$ cat config.mk
export PLATFORM = sky130hd
export DESIGN_NAME = seq_bit_serializer_flat
export DESIGN_NICKNAME = d
export VERILOG_FILES = /design/src/rtl/seq_bit_serializer_if.sv /design/src/rtl/seq_bit_serializer.sv /design/src/flat_wrapper.sv
export SDC_FILE = /design/constraint.sdc
export NUM_CORES = 1
export LEC_CHECK = 0
export ABC_AREA = 1
export BUFFER_PORTS_ARGS = -buffer_cell sky130_fd_sc_hd__buf_2
export CAP_MARGIN = 20
export CORE_MARGIN = 3
export CORE_UTILIZATION = 45
export CTS_CLUSTER_DIAMETER = 60
export DETAILED_ROUTE_END_ITERATION = 8
export GPL_TIMING_DRIVEN = 0
export PLACE_DENSITY = 0.67
export SETUP_SLACK_MARGIN = 0.05
export SLEW_MARGIN = 20
export SYNTH_ARGS = -nofsm -noshare
export SYNTH_HDL_FRONTEND = slang
export SYNTH_SLANG_ARGS = --single-unit
export TNS_END_PERCENT = 30
$ cat constraint.sdc
create_clock -name clk -period 1.26 [get_ports clk]
set_input_delay 0.063 -clock clk [delete_from_list [all_inputs] [get_ports clk]]
set_output_delay 0.063 -clock clk [all_outputs]
set_load 0.02 [all_outputs]
$ cat src/rtl/seq_bit_serializer_if.sv
// seq_bit_serializer_if: word intake handshake plus serial bit stream of the serializer
// Signals: data_in/data_valid/data_ready (word handshake), d/d_valid/d_last (serial stream).
// Modports: master = upstream/observer side, slave = serializer side.
interface seq_bit_serializer_if #(
    parameter int WIDTH = 8
);
    logic [WIDTH-1:0] data_in;
    logic             data_valid;
    logic             data_ready;
    logic             d;
    logic             d_valid;
    logic             d_last;
    modport master (output data_in, data_valid, input data_ready, d, d_valid, d_last);
    modport slave  (input data_in, data_valid, output data_ready, d, d_valid, d_last);
endinterface

$ cat src/rtl/seq_bit_serializer.sv
// seq_bit_serializer: parallel words in over valid/ready, gapless registered bitstream out
// Optional feature macro: SEQ_SER_PARITY_EN appends an even-parity bit to every frame.
// Ports:
//   clk   - sole clock, rising edge
//   reset - asynchronous active-high reset
//   bus   - slave modport: data_in/data_valid in, data_ready out (from state only),
//           d/d_valid/d_last out (registered)
module seq_bit_serializer #(
    parameter int WIDTH     = 8,
    parameter bit MSB_FIRST = 1'b1,
    parameter bit IDLE_BIT  = 1'b0
) (
    input  logic                clk,
    input  logic                reset,
    seq_bit_serializer_if.slave bus
);
    localparam int            CW   = $clog2(WIDTH + 1);
    localparam logic [CW-1:0] LAST = CW'(WIDTH - 1);
    typedef enum logic [1:0] {IDLE, SHIFT, PARITY} state_t;
    state_t           state_q, state_d;
    logic [CW-1:0]    cnt_q, cnt_d;
    logic [WIDTH-1:0] sh_q, sh_d, sh_nxt;
    logic             d_q, d_d, d_valid_q, d_valid_d, d_last_q, d_last_d, accept;
`ifdef SEQ_SER_PARITY_EN
    logic             par_q, par_d;
`endif
    function automatic logic head(input logic [WIDTH-1:0] w);
        return MSB_FIRST ? w[WIDTH-1] : w[0];
    endfunction
    // A new word may enter while idle or while the final bit of a frame is on the wire.
    assign bus.data_ready = !reset && (state_q == IDLE || d_last_q);
    assign accept         = bus.data_valid && bus.data_ready;
    // The register head always equals the bit currently driven on d.
    assign sh_nxt         = MSB_FIRST ? sh_q << 1 : sh_q >> 1;
    always_comb begin
        state_d   = state_q;
        cnt_d     = cnt_q;
        sh_d      = sh_q;
        d_d       = d_q;
        d_valid_d = d_valid_q;
        d_last_d  = d_last_q;
`ifdef SEQ_SER_PARITY_EN
        par_d     = par_q;
`endif
        if (state_q == SHIFT && cnt_q != LAST) begin
            cnt_d    = cnt_q + 1'b1;
            sh_d     = sh_nxt;
            d_d      = head(sh_nxt);
`ifdef SEQ_SER_PARITY_EN
            d_last_d = 1'b0;
`else
            d_last_d = cnt_q == LAST - 1'b1;
`endif
        end
`ifdef SEQ_SER_PARITY_EN
        else if (state_q == SHIFT) begin
            state_d  = PARITY;
            d_d      = par_q;
            d_last_d = 1'b1;
        end
`endif
        else if (accept) begin
            state_d   = SHIFT;
            cnt_d     = '0;
            sh_d      = bus.data_in;
            d_d       = head(bus.data_in);
            d_valid_d = 1'b1;
            d_last_d  = 1'b0;
`ifdef SEQ_SER_PARITY_EN
            par_d     = ^bus.data_in;
`endif
        end
        else begin
            state_d   = IDLE;
            cnt_d     = '0;
            d_d       = IDLE_BIT;
            d_valid_d = 1'b0;
            d_last_d  = 1'b0;
        end
    end
    always_ff @(posedge clk or posedge reset) begin
        if (reset) begin
            state_q   <= IDLE;
            cnt_q     <= '0;
            sh_q      <= '0;
            d_q       <= IDLE_BIT;
            d_valid_q <= 1'b0;
            d_last_q  <= 1'b0;
`ifdef SEQ_SER_PARITY_EN
            par_q     <= 1'b0;
`endif
        end else begin
            state_q   <= state_d;
            cnt_q     <= cnt_d;
            sh_q      <= sh_d;
            d_q       <= d_d;
            d_valid_q <= d_valid_d;
            d_last_q  <= d_last_d;
`ifdef SEQ_SER_PARITY_EN
            par_q     <= par_d;
`endif
        end
    end
    assign bus.d       = d_q;
    assign bus.d_valid = d_valid_q;
    assign bus.d_last  = d_last_q;
endmodule

$ cat src/flat_wrapper.sv
// flat-port wrapper written by rule: the top's interface ports become plain ports
module seq_bit_serializer_flat 
#(
    parameter int WIDTH     = 8,
    parameter bit MSB_FIRST = 1'b1,
    parameter bit IDLE_BIT  = 1'b0
)
  (clk, reset, bus_data_in, bus_data_valid, bus_data_ready, bus_d, bus_d_valid, bus_d_last);
  seq_bit_serializer_if #(.WIDTH(WIDTH)) bus_i ();
  input  logic clk;
  input  logic reset;
  input wire logic [$bits(bus_i.data_in)-1:0] bus_data_in;
  input wire logic [$bits(bus_i.data_valid)-1:0] bus_data_valid;
  output wire logic [$bits(bus_i.data_ready)-1:0] bus_data_ready;
  output wire logic [$bits(bus_i.d)-1:0] bus_d;
  output wire logic [$bits(bus_i.d_valid)-1:0] bus_d_valid;
  output wire logic [$bits(bus_i.d_last)-1:0] bus_d_last;
  assign bus_i.data_in = bus_data_in;
  assign bus_i.data_valid = bus_data_valid;
  assign bus_data_ready = bus_i.data_ready;
  assign bus_d = bus_i.d;
  assign bus_d_valid = bus_i.d_valid;
  assign bus_d_last = bus_i.d_last;
  seq_bit_serializer #(.WIDTH(WIDTH), .MSB_FIRST(MSB_FIRST), .IDLE_BIT(IDLE_BIT)) u_core (.clk(clk), .reset(reset), .bus(bus_i));
endmodule
==> key figures <==
Synthesis
  • Post-synth top area share: 0.530
  • Syn_nets: 85
  • Synth area leader: dfrtp_1
  • Mapped Area: 661 sq um
  • Main area contributors after synthesis: dfrtp_1, nand3_1, nand2_1
  • Yosys cell types: 12
  • Seq/Total Area, Yosys: 0.530
  • Average size of a mapped cell: roughly 9.2 sq um
  • Yosys reg bits: 14
  • Gate Count Post-Synth: slightly above 70
  • Warnings from Yosys: 0

CTS
  • TritonCTS Sinks: 14
  • CTS tree: done
  • Worst-skew pair later-pin latency: roughly 280 ps
  • Clock-pin slew on the worst setup and hold paths: around 80 ps
  • CTS buffer count: 3
  • Htree depth: 1
  • Root Driver: clkbuf_4
  • Clk buf depth: 2

Placed design
  • IO Port Bufs: 14
  • DP Area: 752 sq um
  • Routability Congestion: around 0.70
  • HPWL after detailed placement: a little under 900 um

STA
  • Fin. max-slew vios: 0
  • Final period utilization: 0.971
  • Fin. Hold Viols: 0
  • RSZ-0062 raised after global routing: yes
  • Final setup viols: 0
  • Relative slew slack: 0.584
  • FMAX: approximately 0.82 GHz
  • Measured slew at the worst slew-check pin: around 620 ps
  • Post-layout minimum cycle time: around 1200 ps
  • Clk_skew: between 4 and 5 ps
  • Hold WS: between 15 and 20 ps

Power
  • Peak supply drop: ~1300 uV
  • Leakage: ~0.00046 uW
  • PwrDens: about 2000 nW/um^2
  • Design Power: around 1800 uW

Drt
  • DRT Wirelength: between 1 and 1.5 mm
  • Number of remaining DRC errors: 0
  • First-pass DRT Iterations: 2
  • DR vias: 555
  • Initial DRC count: 6
  • Vias per cell: between 4 and 5
  • Wire length per cell: roughly 12 um
  • Antenna viol nets, final: 0

GRT
  • Gr ovfl total: 0
  • Gr usage total: 0.157
  • First-pass GRT wire length: 2.21 mm
  • Vias in the first global route: between 500 and 600
  • Largest net degree at the start of global routing: 15
  • Antenna violations before repair: 0

Final layout
  • Nets: 112
  • Fraction of layout instances using a drive strength above 1: 0.361
  • Layout area overhead: 36.2%
  • Commonest non-fill, non-tap cell in the layout: nand3_1
  • Antenna fix cells: 0
  • Design Area, Final: roughly 900 sq um
  • Most frequent cells in the layout: nand3_1, buf_2, nand2_1, dfrtp_1, inv_1

Floorplanning
  • Boundary pin count: 15
  • Core box area: 1330 sq um
  • Row cnt: 13
  • Starting Density: 0.495
  • Die Height: roughly 44 um
  • Die area: approximately 2000 sq um
  • Die X-Extent: 44.3 um

Setup path
  • Kind of critical path: reg -> reg
  • Nature of the critical path endpoint: flip-flop
  • Worst path required time: between 1000 and 1500 ps
  • Worst Path Arrival: about 1400 ps
  • Worst-path fanout max: 6
  • Kind of start point of the critical path: flip-flop

Hold path
  • HP Class: in -> reg

Status
  • Status: complete, no violations

Run
  • Max-cap viol count: 0
==> final timing paths <==
path | from | slack (ps) | cells after the start | to
setup / recovery | u_core.cnt_q[0] | 40 | 7 | u_core.sh_q[3]
hold / removal | bus_data_in[1] | 20 | 3 | u_core.sh_q[1]
setup reg to reg | u_core.cnt_q[0] | 40 | 7 | u_core.sh_q[3]
hold reg to reg | u_core.sh_q[4] | 500 | 2 | u_core.sh_q[5]
max in group asynchronous | reset | 370 | 3 | u_core.bus.d_last
min in group asynchronous | reset | 490 | 3 | u_core.sh_q[2]
==> area by class of cell <==
type / instances / area (sq um)
plain buffers: 2 / 31.3
clock buffers: 3 / 22.5
fillers: 97 / 434
inverters: 7 / 26.3
multi-input cells: 49 / 298
flip-flops and latches: 14 / 350
well taps: 15 / 18.8
repair buffers: 22 / 153
==> cell families (layout without fill, tap and decap cells) <==
logic type    Yosys count  after routing  synth area share
fa+ha+maj               2              2            0.0379
flops                  14             14             0.530
simple gates           45             45             0.318
xor+xnor                2              2            0.0265
buf+inv                 9             34            0.0871
==> flip-flops by register name, indices dropped and copies added, names as in the netlist <==
name                count
u_core.cnt_q            4
u_core.bus.d_valid      1
u_core.bus.d_last       1
u_core.bus.d            1
u_core.sh_q             7
==> what timing repair did <==
action                                  in CTS  in global routing
setup buffers                                1                  2
cloned                                       1                  1
resized for setup                            0                 11
endpoints found under the hold margin       16                  0
endpoints found under the setup margin       8                 14
hold buffers                                 3                  0
pin swaps                                    4                  4
==> critical path, stage by stage, from the launching register on <==
cell	delay, ps
dfrtp_1	390
ha_2	200
nand3_2	60
nand2_2	70
buf_6	140
buf_12	120
nand3_1	50
nand3_1	70
==> cell usage after synthesis <==
cell and instances:
ha_1 2, xor2_1 1, nand3_2 2, nand3_1 21, buf_12 1, nand2_1 14
inv_1 7, nand2_2 1, buf_6 1, nor2_1 7, xnor2_1 1, dfrtp_1 14
==> metrics by stage <==
stage               std cells  utilization  setup TNS [ps]  worst slack [ps]
floorplan                  72            -               0              57.0
global placement          101        0.564           -1100              -152
detailed placement        101        0.564           -1310              -192
CTS                       109        0.613               0              10.2
global route              112        0.674            -175             -43.0
finish                    112        0.674               0              36.2
==> report_power, final <==
part,switching [uW],internal [uW]
clock,135,111
combinational,488,438
sequential,88.6,585
==> routing by layer <==
layer  track usage  vias to the layer above  wire length, um
met5             0                        -                0
met4         0.108                        0               27
met3        0.0244                        2               54
met2         0.221                       11              668
met1         0.221                      260              646
li1              -                      282                -
Power figures use the tool's default switching activity.
